<file path="config.mk">
export PLATFORM = sky130hd
export DESIGN_NAME = arbiter_rr_8_1
export DESIGN_NICKNAME = d
export VERILOG_FILES = /design/src/rtl/arbiter_rr_8_1.sv
export SDC_FILE = /design/constraint.sdc
export NUM_CORES = 1
export LEC_CHECK = 0
export ABC_AREA = 1
export CAP_MARGIN = 10
export CELL_PAD_IN_SITES_DETAIL_PLACEMENT = 0
export CELL_PAD_IN_SITES_GLOBAL_PLACEMENT = 2
export CORE_ASPECT_RATIO = 0.75
export CORE_MARGIN = 8
export CORE_UTILIZATION = 26
export CTS_CLUSTER_DIAMETER = 200
export DETAILED_ROUTE_END_ITERATION = 6
export PLACE_DENSITY = 0.78
export SYNTH_ARGS = -nofsm -noshare
export SYNTH_HDL_FRONTEND = slang
export SYNTH_SLANG_ARGS = --single-unit
export TNS_END_PERCENT = 30
</file>
<file path="constraint.sdc">
create_clock -name clk -period 2.7 [get_ports clk]
set_clock_uncertainty 0.1 [all_clocks]
set_input_delay 0.675 -clock clk [delete_from_list [all_inputs] [get_ports clk]]
set_output_delay 0.675 -clock clk [all_outputs]
set_load 0.1 [all_outputs]
</file>
<file path="src/rtl/arbiter_rr_8_1.sv">
// Round-robin 8:1 arbiter driving the shared mux select and valid flag.
// Define ARB_TIMEOUT_EN to pre-empt owners after MAX_HOLD cycles.
module arbiter_rr_8_1 #(
  parameter int MAX_HOLD = 16,
  parameter int CNT_W    = 8
) (
  input  logic       clk,
  input  logic       rst_n,
  input  logic [7:0] req,
  input  logic       done,
  output logic [7:0] grant,
  output logic [2:0] seleksioni,
  output logic       valid,
  output logic       owner_changed
`ifdef ARB_TIMEOUT_EN
  ,
  output logic       timeout_pulse
`endif
);

  typedef enum logic {IDLE, GRANT} state_t;

  state_t           state, state_d;
  logic [2:0]       ptr, ptr_d;
  logic [CNT_W-1:0] hold, hold_d;
  logic [7:0]       grant_d;
  logic [2:0]       sel_d;
  logic             valid_d;
  logic             oc_d;
  logic             tmo;
  logic             tp_d;
  logic             rel;
  logic [2:0]       win;
  logic [2:0]       idx;
  logic             hit;

  if (MAX_HOLD < 2 || MAX_HOLD > 255 || (2 ** CNT_W) <= MAX_HOLD) begin : g_chk
    $error("arbiter_rr_8_1: bad MAX_HOLD/CNT_W");
  end

  // ptr always holds the last owner, so one scan serves idle and re-arbitration
  always_comb begin
    win = '0;
    hit = 1'b0;
    idx = '0;
    for (int i = 1; i <= 8; i++) begin
      idx = ptr + 3'(i);
      if (!hit && req[idx]) begin
        hit = 1'b1;
        win = idx;
      end
    end
  end

`ifdef ARB_TIMEOUT_EN
  assign tmo = (state == GRANT) &&
               (hold == CNT_W'(MAX_HOLD));
`else
  assign tmo = 1'b0;
`endif

  assign rel = done | ~req[seleksioni] | tmo;

  always_comb begin
    state_d = state;
    ptr_d   = ptr;
    grant_d = grant;
    sel_d   = seleksioni;
    valid_d = valid;
    oc_d    = 1'b0;
    tp_d    = 1'b0;
    hold_d  = (&hold) ? hold : hold + 1'b1;
    unique case (state)
      IDLE: begin
        hold_d = '0;
        if (hit) begin
          state_d = GRANT;
          grant_d = 8'b1 << win;
          sel_d   = win;
          valid_d = 1'b1;
          oc_d    = 1'b1;
          ptr_d   = win;
          hold_d  = CNT_W'(1);
        end else begin
          grant_d = '0;
          valid_d = 1'b0;
        end
      end
      GRANT: begin
        if (rel) begin
          tp_d = tmo;
          if (hit) begin
            grant_d = 8'b1 << win;
            sel_d   = win;
            valid_d = 1'b1;
            oc_d    = 1'b1;
            ptr_d   = win;
            hold_d  = CNT_W'(1);
          end else begin
            state_d = IDLE;
            grant_d = '0;
            valid_d = 1'b0;
            hold_d  = '0;
          end
        end
      end
      default: state_d = IDLE;
    endcase
  end

  always_ff @(posedge clk or negedge rst_n) begin
    if (!rst_n) begin
      state         <= IDLE;
      ptr           <= 3'd7;
      hold          <= '0;
      grant         <= '0;
      seleksioni    <= '0;
      valid         <= 1'b0;
      owner_changed <= 1'b0;
    end else begin
      state         <= state_d;
      ptr           <= ptr_d;
      hold          <= hold_d;
      grant         <= grant_d;
      seleksioni    <= sel_d;
      valid         <= valid_d;
      owner_changed <= oc_d;
    end
  end

`ifdef ARB_TIMEOUT_EN
  always_ff @(posedge clk or negedge rst_n) begin
    if (!rst_n) timeout_pulse <= 1'b0;
    else        timeout_pulse <= tp_d;
  end
`else
  logic unused_tp;
  assign unused_tp = tp_d;
`endif

endmodule

</file>
[After elaboration in Yosys (flattened, before gate mapping)]
Cells that the tools add are included.
Operators by class
  muxes and demuxes: 50
  $add $sub $neg: 7
  equal/unequal tests: 1
  shift operators: 1
  magnitude comparators: 9
  bitwise gates (word level): 3
  reductions and logical operators: 14
Operators with widths (number)
  $lt 3x4->1 const B: 9
  $mux 3: 12
  $bmux 1 s3: 9
  $mux 1: 21
  $mux 8: 2
  $pmux 8 s2: 1
  $add 3x3->3 const B: 4
  $pmux 3 s2: 2
  $shl 1x3->8 const A: 1
  $logic_and 1x1->1: 7
  $logic_not 1->1: 7
  $add 3x2->3 const B: 2
  $pmux 1 s2: 3
  $add 3x1->3 const B: 1
  $ne 2x1->1 const B: 1
  $not 1->1: 2
  $or 1x1->1: 1
Word-level totals
  input port bits: 11
  logic and storage cells: 91
  register bits: 17

[Depth between registers and ports, before layout]
  depth after elaboration: 29
  mapped depth: 20
  mapped depth without buffers: 18

[Least setup slack after synthesis]
No wires, ideal clock.
  path type: flip-flop to flip-flop
  start point: register ptr[1]
  end point: register grant[0]
  slack: -0.115 ns
  stages on the path, launching flop included: 19
  data arrival time: 2.596 ns
  library setup time: 0.120 ns
  data required time: 2.480 ns
  cell sequence: dfstp_2 -> buf_4 -> inv_1 -> ha_1 -> buf_2 -> inv_1 -> nand3_1 -> nand3_1 -> nand2_4 -> nor2_8 -> nand4_4 -> nor2_8 -> nand3b_4 -> nand2_2 -> inv_2 -> nand3_2 -> inv_2 -> nand2_1 -> nand2_1
On the way
  word-level cells in the longest chain between the ends: 29
  elaborated cells on any way between the ends: 57
  those cells by class: add/sub (7); shift (1); mux (35); reduce/logical (14)
RTL lines
  from (decl): line 24  | logic [2:0] ptr, ptr_d;
  from (signal assigned): line 122  | ptr <= ptr_d;
  $add 3x1->3: line 47  | idx = ptr + 3'(i);
  $bmux 1 s3: line 48  | if (!hit && req[idx]) begin
  $mux 1 (implied by the code): line 48
  $mux 1: line 48
  $logic_not 1->1: line 48
  $logic_and 1x1->1: line 48
  $mux 1: line 48
  $logic_not 1->1: line 48
  (+13 left out)
  $mux 1: line 48
  $logic_not 1->1: line 48
  $logic_and 1x1->1: line 48
  $mux 3: line 48
  $shl 1x3->8: line 78, 93
  $mux 8 (*): line 76, 92
  $mux 8: line 90  | if (rel) begin
  $pmux 8 s2 (*): line 73  | unique case (state)
  to (signal assigned): line 124  | grant <= grant_d;
  to (decl): line 11  | output logic [7:0] grant,
Every way passes the cells marked *; elsewhere a longest branch is shown, timed or not. The select of a mux whose other input is x is not followed.
A chain may end at the register's enable or synchronous reset.

[Worst setup path after layout]
  start point: input port req[3]
  end point: register grant[7]
On the way
  word-level cells in the longest chain between the ends: 28
  elaborated cells on any way between the ends: 55
  those cells by class: eq/ne (1); shift (1); mux (37); bitwise (2); reduce/logical (14)
RTL lines
  from (decl): line 9  | input logic [7:0] req,
  $bmux 1 s3: line 48
  $mux 1 (implied by the code): line 48
  $mux 1: line 48
  $logic_not 1->1: line 48
  $logic_and 1x1->1: line 48
  $mux 1: line 48
  $logic_not 1->1: line 48
  $logic_and 1x1->1: line 48
  (+12 left out)
  $mux 1: line 48
  $logic_not 1->1: line 48
  $logic_and 1x1->1: line 48
  $mux 3: line 48
  $shl 1x3->8: line 78, 93
  $mux 8: line 76, 92
  $mux 8: line 90
  $pmux 8 s2: line 73
Parallel ways exist; a longest one is shown, timed or not. The select of a mux whose other input is x is not followed.

==> flow_metrics.env <==
export IMPL_clk_path_buf_depth=2
export IMPL_syn_num_nets=248
export IMPL_ys_warn_count=0
export IMPL_maxCapViolCount=0
export IMPL_tritoncts="done"
export IMPL_yosysMostFrequentCell="nand2_1"
export IMPL_grt_pass1_vias=1666
export IMPL_routedWlPerCell_um=13.1
export IMPL_worstHoldPathType="register to register"
export IMPL_finalSetupViolations=0
export IMPL_num_vias=1697
export IMPL_synthArstFlopShare_pct=100
export IMPL_wl_mm=4.89
export IMPL_outcome="finished clean"
export IMPL_antennaDiodeCount=0
export IMPL_cp_end_kind="register"
export IMPL_synth_xor_area_share_pct=1.67
export IMPL_rsz0062_at_grt="true"
export IMPL_core_area_um2=5830
export IMPL_netlist_area_um2=1570
export IMPL_clock_sinks=17
export IMPL_synth_flop_cell="dfrtp_1"
export IMPL_drive_gt1_share_pct=41.6
export IMPL_regArea_um2=429
export IMPL_synth_adder_area_share_pct=1.59
export IMPL_drt_iter0_markers=73
export IMPL_crit_path_start_kind="input port"
export IMPL_synth_area_top_cells="dfrtp_1, nand2_1, nand3_1"
export IMPL_ys_seq_area_share_pct=27.4
export IMPL_die_h_um=83.3
export IMPL_crit_family="simple AND/OR/NAND/NOR gates"
export IMPL_synth_edf_count=0
export IMPL_grt_pass1_wl_mm=8.18
export IMPL_final_util_pct=41.2
export IMPL_synthTopCellsByCount="nand2_1, nand3_1, nor2_1"
export IMPL_arrival_ns=2.66
export IMPL_cp_num_buf_inv=1
export IMPL_htreeDepth=1
export IMPL_wl_met3_um=172
export IMPL_worst_pin_slew_ns=0.367
export IMPL_path_cells="clkdlybuf4s50_1 -> nand2_2 -> nand3_2 -> nand3_2 -> nand2_4 -> nor2_8 -> nand4_4 -> nor2_8 -> nand4_1 -> nand2_1 -> nand2_2 -> o21ai_1"
export IMPL_rows=24
export IMPL_cts_reportedPaths_clkPinSlew_ns=0.07
export IMPL_slowest_stage="clkdlybuf4s50_1"
export IMPL_nNetsFinal=310
export IMPL_num_fill_cells=621
export IMPL_antenna_found_initial=0
export IMPL_slew_violations=0
export IMPL_synth_compound_area_share_pct=7.58
export IMPL_synth_top_cell_by_area="dfrtp_1"
export IMPL_grt_max_degree=18
export IMPL_yosys_area_top_type_share_pct=22.3
export IMPL_ctsHoldBuffers=0
export IMPL_max_freq_mhz=387
export IMPL_dieArea_um2=8800
export IMPL_dp_cells=359
export IMPL_ant_nets=0
export IMPL_cts_made_buffers=3
export IMPL_hold_viol_final=0
export IMPL_design_area_um2=2400
export IMPL_drt_pass1_iterations=4
export IMPL_clockRootBuffer="clkbuf_8"
export IMPL_avgSynthCellArea_um2=6.68
export IMPL_critPathKind="input port to register"
export IMPL_io_buffers=23
export IMPL_relSlewSlack_pct=75.4
export IMPL_critPathRequiredTime_ns=2.78
export IMPL_track_usage_pct=11.0
export IMPL_ys_types=30
export IMPL_die_w_um=106
export IMPL_synth_top_family_by_area="simple AND/OR/NAND/NOR gates"
export IMPL_fin_cells=374
export IMPL_routabilityCongestion=0.791
export IMPL_synth_simple_gate_area_share_pct=53.3
export IMPL_highest_layer="met3"
export IMPL_drt_vias_per_instance=4.54
export IMPL_wl_met1_mm=2.54
export IMPL_met2WireLength_mm=2.18
export IMPL_gr_total_overflow=0
export IMPL_syn2layout_area_growth_pct=53.0
export IMPL_fin_crit_ns=2.58
export IMPL_synthCells=235
export IMPL_place_hpwl_mm=3.95
export IMPL_hold_slack_ns=0.382
export IMPL_post_route_period_util_pct=95.7
export IMPL_ys_ff_latch=17
export IMPL_start_util_pct=26.9
export IMPL_drc_errors=0
export IMPL_io_pin_count=24
export IMPL_worstPathMaxFanout=8
export IMPL_place_area_um2=2050
export IMPL_clk_latency_ns=0.26
export IMPL_synth_area_mux_share_pct=1.28
export IMPL_cpPeakStageDelay_ns=0.46
export IMPL_multiInputGateArea_um2=1210
## repair_timing
| action | 4_1_cts | 5_1_grt |
|---|---|---|
| hold endpoints to repair | 0 | 0 |
| resized for setup | 2 | 51 |
| setup buffers | 0 | 11 |
| pin swaps | 0 | 16 |
| endpoints found under the setup margin | 6 | 14 |
## worst reg2reg max path, stage by stage, from the launching register on
cell	delay [ns]
dfstp_2	0.56
inv_2	0.05
ha_4	0.29
inv_6	0.10
nand3_2	0.11
nand3_4	0.11
nand2_4	0.09
nor2_8	0.12
nand4_4	0.16
nor2_8	0.19
nand4_1	0.25
nand2_1	0.15
nand2_2	0.08
o21ai_1	0.15
## registers in the layout, indices dropped and copies added, names as in the netlist
| signal | count |
|---|---|
| state | 1 |
| owner_changed | 1 |
| ptr | 3 |
| grant | 8 |
| seleksioni | 3 |
| valid | 1 |
## cells in the final DEF (no fill, tap or decap), drive strengths merged, types with 3 or more instances in the layout
master	Yosys	final
nor2	28	28
dfstp	3	3
clkbuf	0	3
nand2	86	86
clkdlybuf4s50	0	3
nand4	7	7
inv	20	20
buf	5	52
nand3	41	41
dfrtp	14	14
nor3	3	3
o21ai	13	13
dlymetal6s2s	0	7
## routing by layer
metal  up-vias  global-route usage [%]
met2        27                    16.7
met4         0                   0.382
met3         0                    2.62
met1       775                    16.1
met5         -                       0
li1        895                       -
## layout make-up
cell class                 instances  area share (%)
clock buffer                       3            1.72
clock inverter                     1           0.313
inverter                          21            3.49
multi-input combinational        192            50.5
sequential                        17            17.9
tap                               78            4.07
timing repair buffer              62            22.0
## path summary, 6_finish.rpt
check / startpoint / end / slack, ns / cells past startpoint
max in group asynchronous: rst_n / ptr[1] / 1.61 / 2
worst max register to register: ptr[1] / grant[7] / 0.13 / 13
worst min register to register: grant[1] / grant[1] / 0.38 / 2
worst min-delay path: grant[1] / grant[1] / 0.38 / 2
min in group asynchronous: rst_n / valid / 0.64 / 2
worst max-delay path: req[3] / grant[7] / 0.12 / 12
## per-stage QoR
| step | setup TNS [ns] | setup WS, ns |
|---|---|---|
| finish | 0 | 0.117 |
| global placement | -3.10 | -0.290 |
| global route | -0.0894 | -0.0253 |
| detailed placement | -2.75 | -0.263 |
| CTS | 0 | 0.0384 |
| floorplan | 0 | 0.00265 |
## cells by family after synthesis
family | after synthesis
simple gates | 166
buf+inv | 26
compound gates | 19
flops | 17
xor+xnor | 3
mux | 2
fa+ha+maj | 2
Power is left out: the tool's default activity adds up to more than one toggle a clock period on the data nets, which glitch-free logic cannot reach.
